--- src/rtl/id_ex_reg.sv ---
// -----------------------------------------------------------------------------
// id_ex_reg
//
// ID/EX pipeline register for a classic five-stage MIPS-style pipeline. It
// carries the decoded instruction from the decode stage into execute, and
// honours the hazard unit's stall (hold) and flush (bubble) requests. It also
// counts the bubbles delivered to EX, saturating at 16'hFFFF.
//
// Per-edge priority: rst > flush > stall > load.
//
// Ports
//   clk            rising-edge clock
//   rst            synchronous, active-high reset; clears every output
//   stall          hold all EX-side state (including bubble_cnt)
//   flush          squash: ex_valid/ex_ctrl cleared, data fields held
//   id_valid       decode stage presents a real instruction
//   id_pc4         PC+4 of the decoded instruction
//   id_rd1/id_rd2  register-file read data (rs, rt)
//   id_imm         sign-extended immediate, passed bit-exact
//   id_rs/rt/rd    register specifiers
//   id_ctrl        packed control bundle
//                  {reg_write, mem_to_reg, mem_read, mem_write, branch,
//                   alu_src, reg_dst, alu_op[1:0]}
//   ex_*           registered copies of the id_* fields
//   ex_valid       EX holds a real instruction
//   bubble_cnt     number of bubbles delivered to EX (saturating)
// -----------------------------------------------------------------------------
module id_ex_reg #(
  parameter int DATA_W = 32,
  parameter int CTRL_W = 9
) (
  input  logic              clk,
  input  logic              rst,
  input  logic              stall,
  input  logic              flush,
  input  logic              id_valid,
  input  logic [DATA_W-1:0] id_pc4,
  input  logic [DATA_W-1:0] id_rd1,
  input  logic [DATA_W-1:0] id_rd2,
  input  logic [DATA_W-1:0] id_imm,
  input  logic [4:0]        id_rs,
  input  logic [4:0]        id_rt,
  input  logic [4:0]        id_rd,
  input  logic [CTRL_W-1:0] id_ctrl,
  output logic              ex_valid,
  output logic [DATA_W-1:0] ex_pc4,
  output logic [DATA_W-1:0] ex_rd1,
  output logic [DATA_W-1:0] ex_rd2,
  output logic [DATA_W-1:0] ex_imm,
  output logic [4:0]        ex_rs,
  output logic [4:0]        ex_rt,
  output logic [4:0]        ex_rd,
  output logic [CTRL_W-1:0] ex_ctrl,
  output logic [15:0]       bubble_cnt
);

  localparam logic [15:0] CNT_MAX = 16'hFFFF;

  // A bubble reaches EX on a flush edge, or on a load edge carrying no real
  // instruction. rst outranks both; stall only matters when flush is low.
  logic load_en;
  logic bubble_en;
  logic [15:0] bubble_cnt_inc;

  always_comb begin
    load_en        = !flush && !stall;
    bubble_en      = flush || (load_en && !id_valid);
    bubble_cnt_inc = (bubble_cnt == CNT_MAX) ? CNT_MAX : bubble_cnt + 16'd1;
  end

  // Valid and control: these are the fields a bubble must clear, so they are
  // kept apart from the datapath fields, which a flush leaves untouched.
  // NOTE: every flop here uses non-blocking assignment so all registers sample
  // pre-edge values; blocking assignments would let one stage's update leak
  // into another within the same edge.
  always_ff @(posedge clk) begin
    if (rst) begin
      ex_valid <= 1'b0;
      ex_ctrl  <= '0;
    end else if (flush) begin
      ex_valid <= 1'b0;
      ex_ctrl  <= '0;
    end else if (load_en) begin
      ex_valid <= id_valid;
      // An invalid slot must not assert write enables or memory strobes
      // downstream, so its control bundle is zeroed even though the data
      // fields are captured as presented.
      ex_ctrl  <= id_valid ? id_ctrl : '0;
    end
  end

  // Datapath and specifier fields: captured on load, held on stall and flush.
  always_ff @(posedge clk) begin
    if (rst) begin
      ex_pc4 <= '0;
      ex_rd1 <= '0;
      ex_rd2 <= '0;
      ex_imm <= '0;
      ex_rs  <= '0;
      ex_rt  <= '0;
      ex_rd  <= '0;
    end else if (load_en) begin
      ex_pc4 <= id_pc4;
      ex_rd1 <= id_rd1;
      ex_rd2 <= id_rd2;
      ex_imm <= id_imm;
      ex_rs  <= id_rs;
      ex_rt  <= id_rt;
      ex_rd  <= id_rd;
    end
  end

  // Saturating bubble counter; frozen on stall edges because bubble_en is low
  // whenever stall holds the register without a flush.
  always_ff @(posedge clk) begin
    if (rst) begin
      bubble_cnt <= '0;
    end else if (bubble_en) begin
      bubble_cnt <= bubble_cnt_inc;
    end
  end

endmodule

--- config.mk ---
export PLATFORM = sky130hd
export DESIGN_NAME = id_ex_reg
export DESIGN_NICKNAME = d
export VERILOG_FILES = /design/src/rtl/id_ex_reg.sv
export SDC_FILE = /design/constraint.sdc
export NUM_CORES = 1
export LEC_CHECK = 0
export CAP_MARGIN = 10
export CORE_UTILIZATION = 35
export CTS_CLUSTER_DIAMETER = 150
export CTS_CLUSTER_SIZE = 28
export DETAILED_ROUTE_END_ITERATION = 10
export GPL_TIMING_DRIVEN = 0
export HOLD_SLACK_MARGIN = 0.03
export PLACE_DENSITY_LB_ADDON = 0.12
export SLEW_MARGIN = 20
export SYNTH_ARGS = -nofsm -noshare
export SYNTH_HDL_FRONTEND = slang
export SYNTH_SLANG_ARGS = --single-unit
--- constraint.sdc ---
create_clock -name clk -period 1.45 [get_ports clk]
set_input_delay 0.29 -clock clk [delete_from_list [all_inputs] [get_ports clk]]
set_output_delay 0.29 -clock clk [all_outputs]
set_load 0.005 [all_outputs]
## Yosys cells after proc, flatten, opt, wreduce, memory -nomap -nowiden

Cells that the tools add are included.

- Register bits after elaboration: 169
- Output and inout port bits: 169
- Input bits: 157

- Mux-type cells: 2
- Reduce and logical (&&, ||, !) cells: 7
- Equality and inequality tests: 1
- Add/subtract/negate cells: 1

Operators with widths:

| cell | count |
|---|---|
| 16-bit by 1-bit adder with 16-bit output (second input constant) | 1 |
| 16-bit == test (second input constant) | 1 |
| 16-bit 2-to-1 mux | 1 |
| 9-bit 2-to-1 mux | 1 |
| 1-bit zero test | 3 |
| 1-bit logical AND | 2 |
| 2-bit OR reduction | 1 |
| 1-bit logical OR | 1 |

## Logic depth before layout (Yosys ltp)

Gate-level depths: netlist of run 1.

- Depth after elaboration: 4
- Depth in mapped cells: 6

## Worst setup path before layout of run 1

No wires, ideal clock.

- Kind: reg2reg
- From: register bubble_cnt[0]
- To: register bubble_cnt[10]
- Path slack: -92 ps
- Period minus slack after synthesis: 1542 ps
- Required time: 1380 ps
- Setup time: 70 ps
- Buffers on the path: 1
- Data arrival time: 1472 ps
- Stages on the path, launching flop included: 7
- Path through: dfxtp_1 > ha_1 > nand3_1 > nor3_1 > nand3_1 > clkbuf_1 > a21oi_1

- Word-level cells in the longest chain between the ends: 2

Ends and longest elaborated chain:

| element | line | RTL |
|---|---|---|
| start: declaration | 54 | `output logic [15:0] bubble_cnt` |
| start signal: assignment | 119 | `bubble_cnt <= bubble_cnt_inc;` |
| 16-bit by 1-bit adder with 16-bit output / 16-bit == test (equally long branches) | 68 | `bubble_cnt_inc = (bubble_cnt == CNT_MAX) ? CNT_MAX : bubble_cnt + 16'd1;` |
| 16-bit 2-to-1 mux (*) | 68 |  |

Every way passes the cells marked *; elsewhere a longest branch is shown, timed or not.
A chain may end at the register's enable or synchronous reset.

## Worst setup path after layout of run 1

- From: register bubble_cnt[0]
- To: register bubble_cnt[13]

Same word-level chain as after synthesis.

==> flow_summary.yaml, run 1 <==
floorplan:
  die_h_um: 133
  floorplan.initialDensity_pct: 35.9
  core-area_um2: 16600
  num_rows: 47
  num_io_pins: 326
  die_x_um: 133
  dieArea_um2: 17600
routing:
  vias: 6325
  drt_iter0_markers: 264
  avgViaCountPerCell: 4.70
  ant_nets: 0
  drcViolationCount: 0
  avgRoutedWirePerCell_um: 15.2
  drtPass1Iterations: 5
  wl_mm: 20.5
sta:
  tns_ns: -0.0223
  max_freq_mhz: 681
  finalCritPeriodShare_pct: 101
  period_needed_ns: 1.47
  setup_viol: 2
  maxSlewViolCount: 0
  slew_headroom_pct: 55.1
  clock_skew_ns: 0.0169
  setup_ws_ns: -0.0182
  tightest_slew_ns: 0.674
  hold_viol: 0
  rsz0062_at_grt: "yes"
placement:
  numPortBuffers: 324
  gp_congestion: 0.840
  dp_hpwl_mm: 14.9
  place_inst: 1297
  post_dp_cell_area_um2: 9510
  dp_slack_ns: -1.33
power_and_ir_drop:
  p_leak_nw: 4.43
  ir_drop_uv: 791
  pwr_density_cell_nw_per_um2: 1050
setup_path:
  critPathArrivalTime_ns: 1.81
  crit_type: "flop to flop"
  path_max_fanout: 5
  crit_path_start_kind: "flop"
  cp.required_ns: 1.80
  r2r_slack_ns: -0.02
  endpoint_kind: "flop"
run:
  cap_violations: 0
synthesis:
  synth_top_area_cell: "dfxtp_1"
  avgSynthCellArea_um2: 7.93
  synthTopCellsByArea: "dfxtp_1, nand2_1, a21oi_1"
  synth_nets: 911
  synth.cell_area_um2: 5970
  synthCells: 753
  ys_seq_area_share_pct: 56.6
  async_reset_ff_share_pct: 0
  yosysTopAreaCellShare_pct: 56.6
  yosysUniqueCellTypes: 32
  yosysWarningCount: 0
  synth_most_common_cell: "nand2_1"
  ys.flop_type: "dfxtp_1"
  synth_commonest_cells: "nand2_1, dfxtp_1, a21oi_1"
  synth_edf_count: 0
  synth-seq-cells: 169
cts:
  clock_sinks: 169
  cts_hold_buf: 0
  root_buffer: "clkbuf_16"
  cts_made_buffers: 17
  clk_latency_ns: 0.43
  cts_tree: "built"
  htreeDepth: 4
  clk_path_buf_depth: 2
  clk_pin_slew_worst_paths_ns: 0.07
finish:
  fin_area_um2: 10200
  n_antenna_cell: 0
  drive_above_1_share_pct: 10.5
  fin_cells: 1346
  final_net_count: 1271
  area_delta_synth_final_pct: 70.8
grt:
  first_global_vias: 5996
  grt_busiest_layer: "met2"
  grt_use_total_pct: 23.5
  met1_usage_pct: 26.8
  met3_usage_pct: 8.54
  grt_max_degree: 17
  grt-ovfl-total: 0
  antenna_found_initial: 1
  grt_first_pass_wirelength_mm: 32.2
  met2_usage_pct: 40.1
min_path:
  hold_path_class: "primary input to flop"
run_status:
  violations: "negative setup slack"
  outcome: "finished, violations left"
## path summary, 6_finish.rpt
| check | from | endpoint | cells past startpoint |
|---|---|---|---|
| min | id_rs[2] | ex_rs[2]$_SDFFE_PP0N_ | 3 |
| min reg2reg | ex_rd[2]$_SDFFE_PP0N_ | ex_rd[2]$_SDFFE_PP0N_ | 2 |
| max reg2reg | bubble_cnt[0]$_SDFFE_PP0P_ | bubble_cnt[13]$_SDFFE_PP0P_ | 5 |
| max | bubble_cnt[0]$_SDFFE_PP0P_ | bubble_cnt[13]$_SDFFE_PP0P_ | 5 |
## repair_timing
action,4_1_cts,5_1_grt
endpoints found under the setup margin,337,15
pin swaps,8,2
buffers inserted,14,3
hold endpoints to repair,0,0
cloned,1,0
gates resized for setup,239,9
## per-layer routing
layer | wire, um | vias up | share of wire (%)
met4 | 516 | 0 | 2.5
li1 | - | 3190 | -
met3 | 1910 | 36 | 9.3
met5 | 0 | - | 0
met1 | 8220 | 2840 | 40
met2 | 9860 | 259 | 48
## final cells by class
type / instances / area (um2)
Fill cell: 1622 / 6440
Sequential cell: 169 / 3440
Timing Repair Buffer: 341 / 3180
Multi-Input combinational cell: 529 / 2470
Clock buffer: 20 / 467
Tap cell: 220 / 275
Buffer: 54 / 256
Clock inverter: 12 / 114
Inverter: 1 / 3.75
## report_power, final
part           switching [W]  total, W  internal (W)
combinational       0.000564   0.00130      0.000732
clock                0.00193   0.00445       0.00252
sequential         0.0000946   0.00492       0.00483
## per-stage QoR
step | hold WS, ns | total power, W | utilization [%]
final | 0.388 | 0.0107 | 61.3
after global routing | 0.388 | 0.0111 | 61.3
after CTS | 0.375 | 0.0108 | 60.9
after detailed placement | 0.446 | 0.00643 | 57.2
after global placement | 0.440 | 0.00642 | 57.2
after floorplan | 0.426 | 0.00546 | -
## sequential cells by signal, indices dropped and copies added, names as in the netlist
register,cells
ex_rd,5
ex_imm,32
ex_rd1,32
ex_ctrl,9
ex_rd2,32
ex_pc4,32
ex_rs,5
bubble_cnt,16
ex_rt,5
ex_valid,1
## worst max-delay path: stages, from the launching register on
cell and delay, ns:
dfxtp_4 0.37, buf_6 0.09, nand4_1 0.11, or3_4 0.38
or3_1 0.32, a31oi_1 0.13
## layout by cell type (no fill, tap or decap), drive strengths merged, types with 3 or more instances in the layout
cell           count
a21oi            166
buf               26
clkbuf            66
clkdlybuf4s50    152
clkinv             3
clkinvlp           4
dfxtp            169
dlygate4sd2      169
inv                5
nand2            304
nand3             15
nand4              3
nor3               4
nor4               3
or2                4
xnor2              8
## logic make-up (layout without fill, tap and decap cells)
kind of cell / Yosys count / count (layout) / synth area share (%)
AO/OA/AOI/OAI: 176 / 176 / 15.2
XOR/XNOR: 10 / 10 / 1.47
adder cells (fa/ha/maj): 1 / 1 / 0.209
buffers and inverters: 56 / 428 / 3.75
flip-flops: 169 / 169 / 56.6
multiplexers: 1 / 1 / 0.189
AND/OR/NAND/NOR: 340 / 341 / 22.6
No activity file was read; power rests on OpenSTA's default activity.
==> inputs of run 2 (changes only) <==
--- a/config.mk
+++ b/config.mk
@@ -8,2 +8,3 @@
 export CAP_MARGIN = 10
+export CORE_ASPECT_RATIO = 0.75
 export CORE_UTILIZATION = 35
--- a/constraint.sdc
+++ b/constraint.sdc
@@ -3,2 +3,2 @@
 set_output_delay 0.29 -clock clk [all_outputs]
-set_load 0.005 [all_outputs]
+set_load 0.1 [all_outputs]
==> flow_summary.yaml, run 2 (synthesis gave the netlist of run 1 again) <==
cts:
  clk_path_buf_depth: 2
  clk_latency_ns: 0.43
  clk_pin_slew_worst_paths_ns: 0.07
  cts_made_buffers: 17
  htreeDepth: 4
  cts_hold_buf: 0
  cts_tree: "built"
  root_buffer: "clkbuf_16"
  clock_sinks: 169
sta:
  hold_viol: 0
  period_needed_ns: 1.45
  setup_ws_ns: -0.00143
  maxSlewViolCount: 0
  clock_skew_ns: 0.0115
  slew_headroom_pct: 65.6
  rsz0062_at_grt: "yes"
  max_freq_mhz: 689
  finalCritPeriodShare_pct: 100
  tightest_slew_ns: 0.516
  setup_viol: 2
power_and_ir_drop:
  p_leak_nw: 4.01
  ir_drop_uv: 821
  finalPower_w: 0.0124
  pwr_density_cell_nw_per_um2: 1240
floorplan:
  floorplan.initialDensity_pct: 36.5
  dieArea_um2: 17600
  core-area_um2: 16400
  num_io_pins: 326
  die_h_um: 115
  num_rows: 40
  die_x_um: 153
setup_path:
  critPathArrivalTime_ns: 1.81
  r2r-end: "bubble_cnt[13]$_SDFFE_PP0P_"
  path_cells: "nand4_1 > or3_4 > or3_1 > a31oi_1"
  slowest_delay_ns: 0.39
  path_max_fanout: 5
  endpoint_kind: "flop"
  cp.required_ns: 1.80
  cp_num_buf_inv: 0
  r2r_cells: 4
  crit_path_start_kind: "flop"
  crit_type: "flop to flop"
  critPathTopFamily: "simple AND/OR/NAND/NOR gates"
  r2r_start: "bubble_cnt[0]$_SDFFE_PP0P_"
  critPathSlowestCell: "dfxtp_4"
  r2r_slack_ns: -0.001
routing:
  ant_nets: 0
  wl_mm: 20.6
  drtPass1Iterations: 4
  avgViaCountPerCell: 4.67
  drcViolationCount: 0
  drt_iter0_markers: 304
  avgRoutedWirePerCell_um: 15.5
  vias: 6215
grt:
  antenna_found_initial: 0
  first_global_vias: 5778
  grt-ovfl-total: 0
  grt_use_total_pct: 23.3
  grt_max_degree: 17
  grt_first_pass_wirelength_mm: 31.5
finish:
  final_common_cell: "nand2_1"
  fin_cells: 1331
  final_net_count: 1266
  drive_above_1_share_pct: 23.8
  area_delta_synth_final_pct: 66.9
  num-fill-cells: 1556
  final_cell_mix: "nand2_1, buf_4, a21oi_1"
min_path:
  hold_path_class: "primary input to flop"
  worstHoldEndpoint: "bubble_cnt[14]$_SDFFE_PP0P_"
  min-delay-start: "rst"
  holdPathStages: 3
run_status:
  outcome: "finished, violations left"
  violations: "negative setup slack"
run:
  cap_violations: 0
placement:
  gp_congestion: 0.802
  dp_hpwl_mm: 15.1
  place_inst: 1287
  numPortBuffers: 324
run 2: area by class of cell:
type | instances | area (um2) | share of cell area [%]
Sequential cell | 169 | 3440 | 34.5
Buffer | 54 | 246 | 2.47
Inverter | 1 | 3.75 | 0.0376
Timing Repair Buffer | 337 | 2920 | 29.3
Tap cell | 210 | 263 | 2.63
Multi-Input combinational cell | 528 | 2480 | 24.9
Clock buffer | 19 | 453 | 4.54
Clock inverter | 12 | 163 | 1.63
Antenna cell | 1 | 2.50 | 0.0251
run 2: repair_timing:
item,4_1_cts,5_1_grt
setup endpoints to repair,335,54
gates resized for setup,1040,15
setup buffers,8,5
hold endpoints to repair,0,0
pin swaps,6,9
run 2: stage by stage:
step / TNS (ns) / cell area (um2) / worst slack, ns / hold slack [ns] / util (%)
2_1_floorplan: -2.32 / 6050 / -0.207 / 0.426 / -
3_3_place_gp: -203.02 / 9550 / -1.27 / 0.440 / 58.4
3_5_place_dp: -209.23 / 9550 / -1.31 / 0.444 / 58.4
4_1_cts: -0.0613 / 9870 / -0.0160 / 0.349 / 60.3
5_1_grt: -0.202 / 9970 / -0.0812 / 0.395 / 60.9
6_report: -0.00227 / 9970 / -0.00143 / 0.352 / 60.9
run 2: worst reg2reg max path: cells and delay by family (launching register included):
| kind | cells | cell delay (ns) |
|---|---|---|
| and+or+nand+nor | 3 | 0.87 |
| DFF | 1 | 0.39 |
| AOI/OAI and AO/OA | 1 | 0.12 |
run 2: worst max-delay path by stage:
stage | startpoint | to | cells past startpoint
3_5_place_dp | stall | ex_pc4[16]$_SDFFE_PP0N_ | 6
6_report | bubble_cnt[0]$_SDFFE_PP0P_ | bubble_cnt[13]$_SDFFE_PP0P_ | 4
2_1_floorplan | bubble_cnt[1]$_SDFFE_PP0P_ | bubble_cnt[13]$_SDFFE_PP0P_ | 4
3_3_place_gp | stall | ex_pc4[16]$_SDFFE_PP0N_ | 6
5_1_grt | bubble_cnt[9]$_SDFFE_PP0P_ | bubble_cnt[14]$_SDFFE_PP0P_ | 4
4_1_cts | bubble_cnt[0]$_SDFFE_PP0P_ | bubble_cnt[2]$_SDFFE_PP0P_ | 6
run 2: layer usage:
layer / wire, um / GRT usage (%)
met1: 8480 / 27.4
met2: 9940 / 38.6
met3: 1820 / 9.23
met4: 361 / 8.48
met5: 0 / 0
run 2: report_power, final:
group | leakage (nW) | switching (W) | internal [W]
logic | 2.32 | 0.00192 | 0.000773
clock network | 0.297 | 0.00196 | 0.00282
registers | 1.39 | 0.000108 | 0.00482
==> inputs of run 3 (changes only) <==
- CORE_MARGIN: default -> 2
==> flow_summary.yaml, run 3 (synthesis gave the netlist of run 1 again) <==
cts:
  root_buffer: "clkbuf_16"
  clock_sinks: 169
  clk_latency_ns: 0.43
  cts_hold_buf: 0
  cts_tree: "built"
  htreeDepth: 4
  cts_made_buffers: 17
  clk_pin_slew_worst_paths_ns: 0.07
  clk_path_buf_depth: 2
placement:
  dp_hpwl_mm: 15.0
  numPortBuffers: 324
  gp_congestion: 0.790
  place_inst: 1292
  post_dp_cell_area_um2: 9560
setup_path:
  crit_type: "flop to flop"
  path_max_fanout: 5
  crit_path_start_kind: "flop"
  critPathArrivalTime_ns: 1.80
  endpoint_kind: "flop"
  cp.required_ns: 1.80
power_and_ir_drop:
  ir_drop_uv: 868
  p_leak_nw: 3.96
  pwr_density_cell_nw_per_um2: 1220
sta:
  maxSlewViolCount: 0
  tightest_slew_ns: 0.511
  hold_viol: 0
  rsz0062_at_grt: "yes"
  max_freq_mhz: 690
  finalCritPeriodShare_pct: 99.9
  tns_ns: 0
  period_needed_ns: 1.45
  hold_slack_ns: 0.384
  clock_skew_ns: 0.0104
  setup_viol: 0
  slew_headroom_pct: 65.9
routing:
  avgRoutedWirePerCell_um: 15.5
  drcViolationCount: 0
  drt_iter0_markers: 303
  avgViaCountPerCell: 4.68
  ant_nets: 0
  wl_mm: 20.6
  drtPass1Iterations: 5
  vias: 6242
floorplan:
  die_h_um: 117
  dieArea_um2: 18100
  num_rows: 41
  core-area_um2: 16800
  die_x_um: 155
  num_io_pins: 326
  floorplan.initialDensity_pct: 35.6
finish:
  area_delta_synth_final_pct: 65.9
  final_net_count: 1263
  n_antenna_cell: 0
  final_cell_mix: "nand2_1, buf_4, a21oi_1"
  final_common_cell: "nand2_1"
  fin_area_um2: 9910
  drive_above_1_share_pct: 23.6
  fin_cells: 1333
grt:
  grt_max_degree: 17
  antenna_found_initial: 0
  grt-ovfl-total: 0
  grt_first_pass_wirelength_mm: 30.5
  first_global_vias: 5671
  grt_use_total_pct: 21.8
run:
  cap_violations: 0
min_path:
  hold_path_class: "primary input to flop"
run_status:
  outcome: "completed"
==> run 3: power breakdown <==
part           switching [W]  internal [W]  total [W]
combinational        0.00192      0.000767    0.00269
clock                0.00195       0.00254    0.00449
sequential          0.000106       0.00482    0.00492
==> run 3: per-stage QoR <==
step	power (W)	utilization, %	setup WS, ns
floorplan	0.00681	-	-0.207
global placement	0.00776	57.0	-1.32
detailed placement	0.00777	57.0	-1.35
CTS	0.0122	58.6	0.000469
global route	0.0125	59.1	-0.0414
finish	0.0121	59.1	0.00154
==> run 3: metal layers <==
metal	wire (um)	vias to the layer above	GRT usage, %
li1	-	3172	-
met1	8430	2814	26.0
met2	9800	219	35.7
met3	1800	37	7.95
met4	582	0	9.94
met5	0	-	0
==> run 3: timing repair <==
action | in CTS | in global routing
endpoints found under the hold margin | 0 | 0
buffers inserted | 7 | 3
gates resized for setup | 1041 | 12
endpoints found under the setup margin | 335 | 81
pin swaps | 6 | 4
==> run 3: final timing paths <==
| check | startpoint | endpoint | slack, ns | cells past startpoint |
|---|---|---|---|---|
| max | bubble_cnt[0]$_SDFFE_PP0P_ | bubble_cnt[13]$_SDFFE_PP0P_ | 0.002 | 4 |
| min | rst | bubble_cnt[14]$_SDFFE_PP0P_ | 0.38 | 3 |
| max reg2reg | bubble_cnt[0]$_SDFFE_PP0P_ | bubble_cnt[13]$_SDFFE_PP0P_ | 0.002 | 4 |
| min reg2reg | ex_ctrl[1]$_SDFFE_PP0N_ | ex_ctrl[1]$_SDFFE_PP0N_ | 0.45 | 2 |
==> run 3: worst max-delay path, cell delays in order, from the launching register on <==
cell     delay, ns
dfxtp_4       0.39
nand4_1       0.15
or3_4         0.39
or3_1         0.32
a31oi_1       0.13
==> run 3: area by class of cell <==
cell class | count | area, um2
clock inverter | 14 | 148
inverter | 1 | 3.75
fill | 1624 | 6870
buffer | 54 | 244
multi-input combinational | 528 | 2480
tap | 215 | 269
timing repair buffer | 334 | 2900
sequential | 169 | 3440
clock buffer | 18 | 429
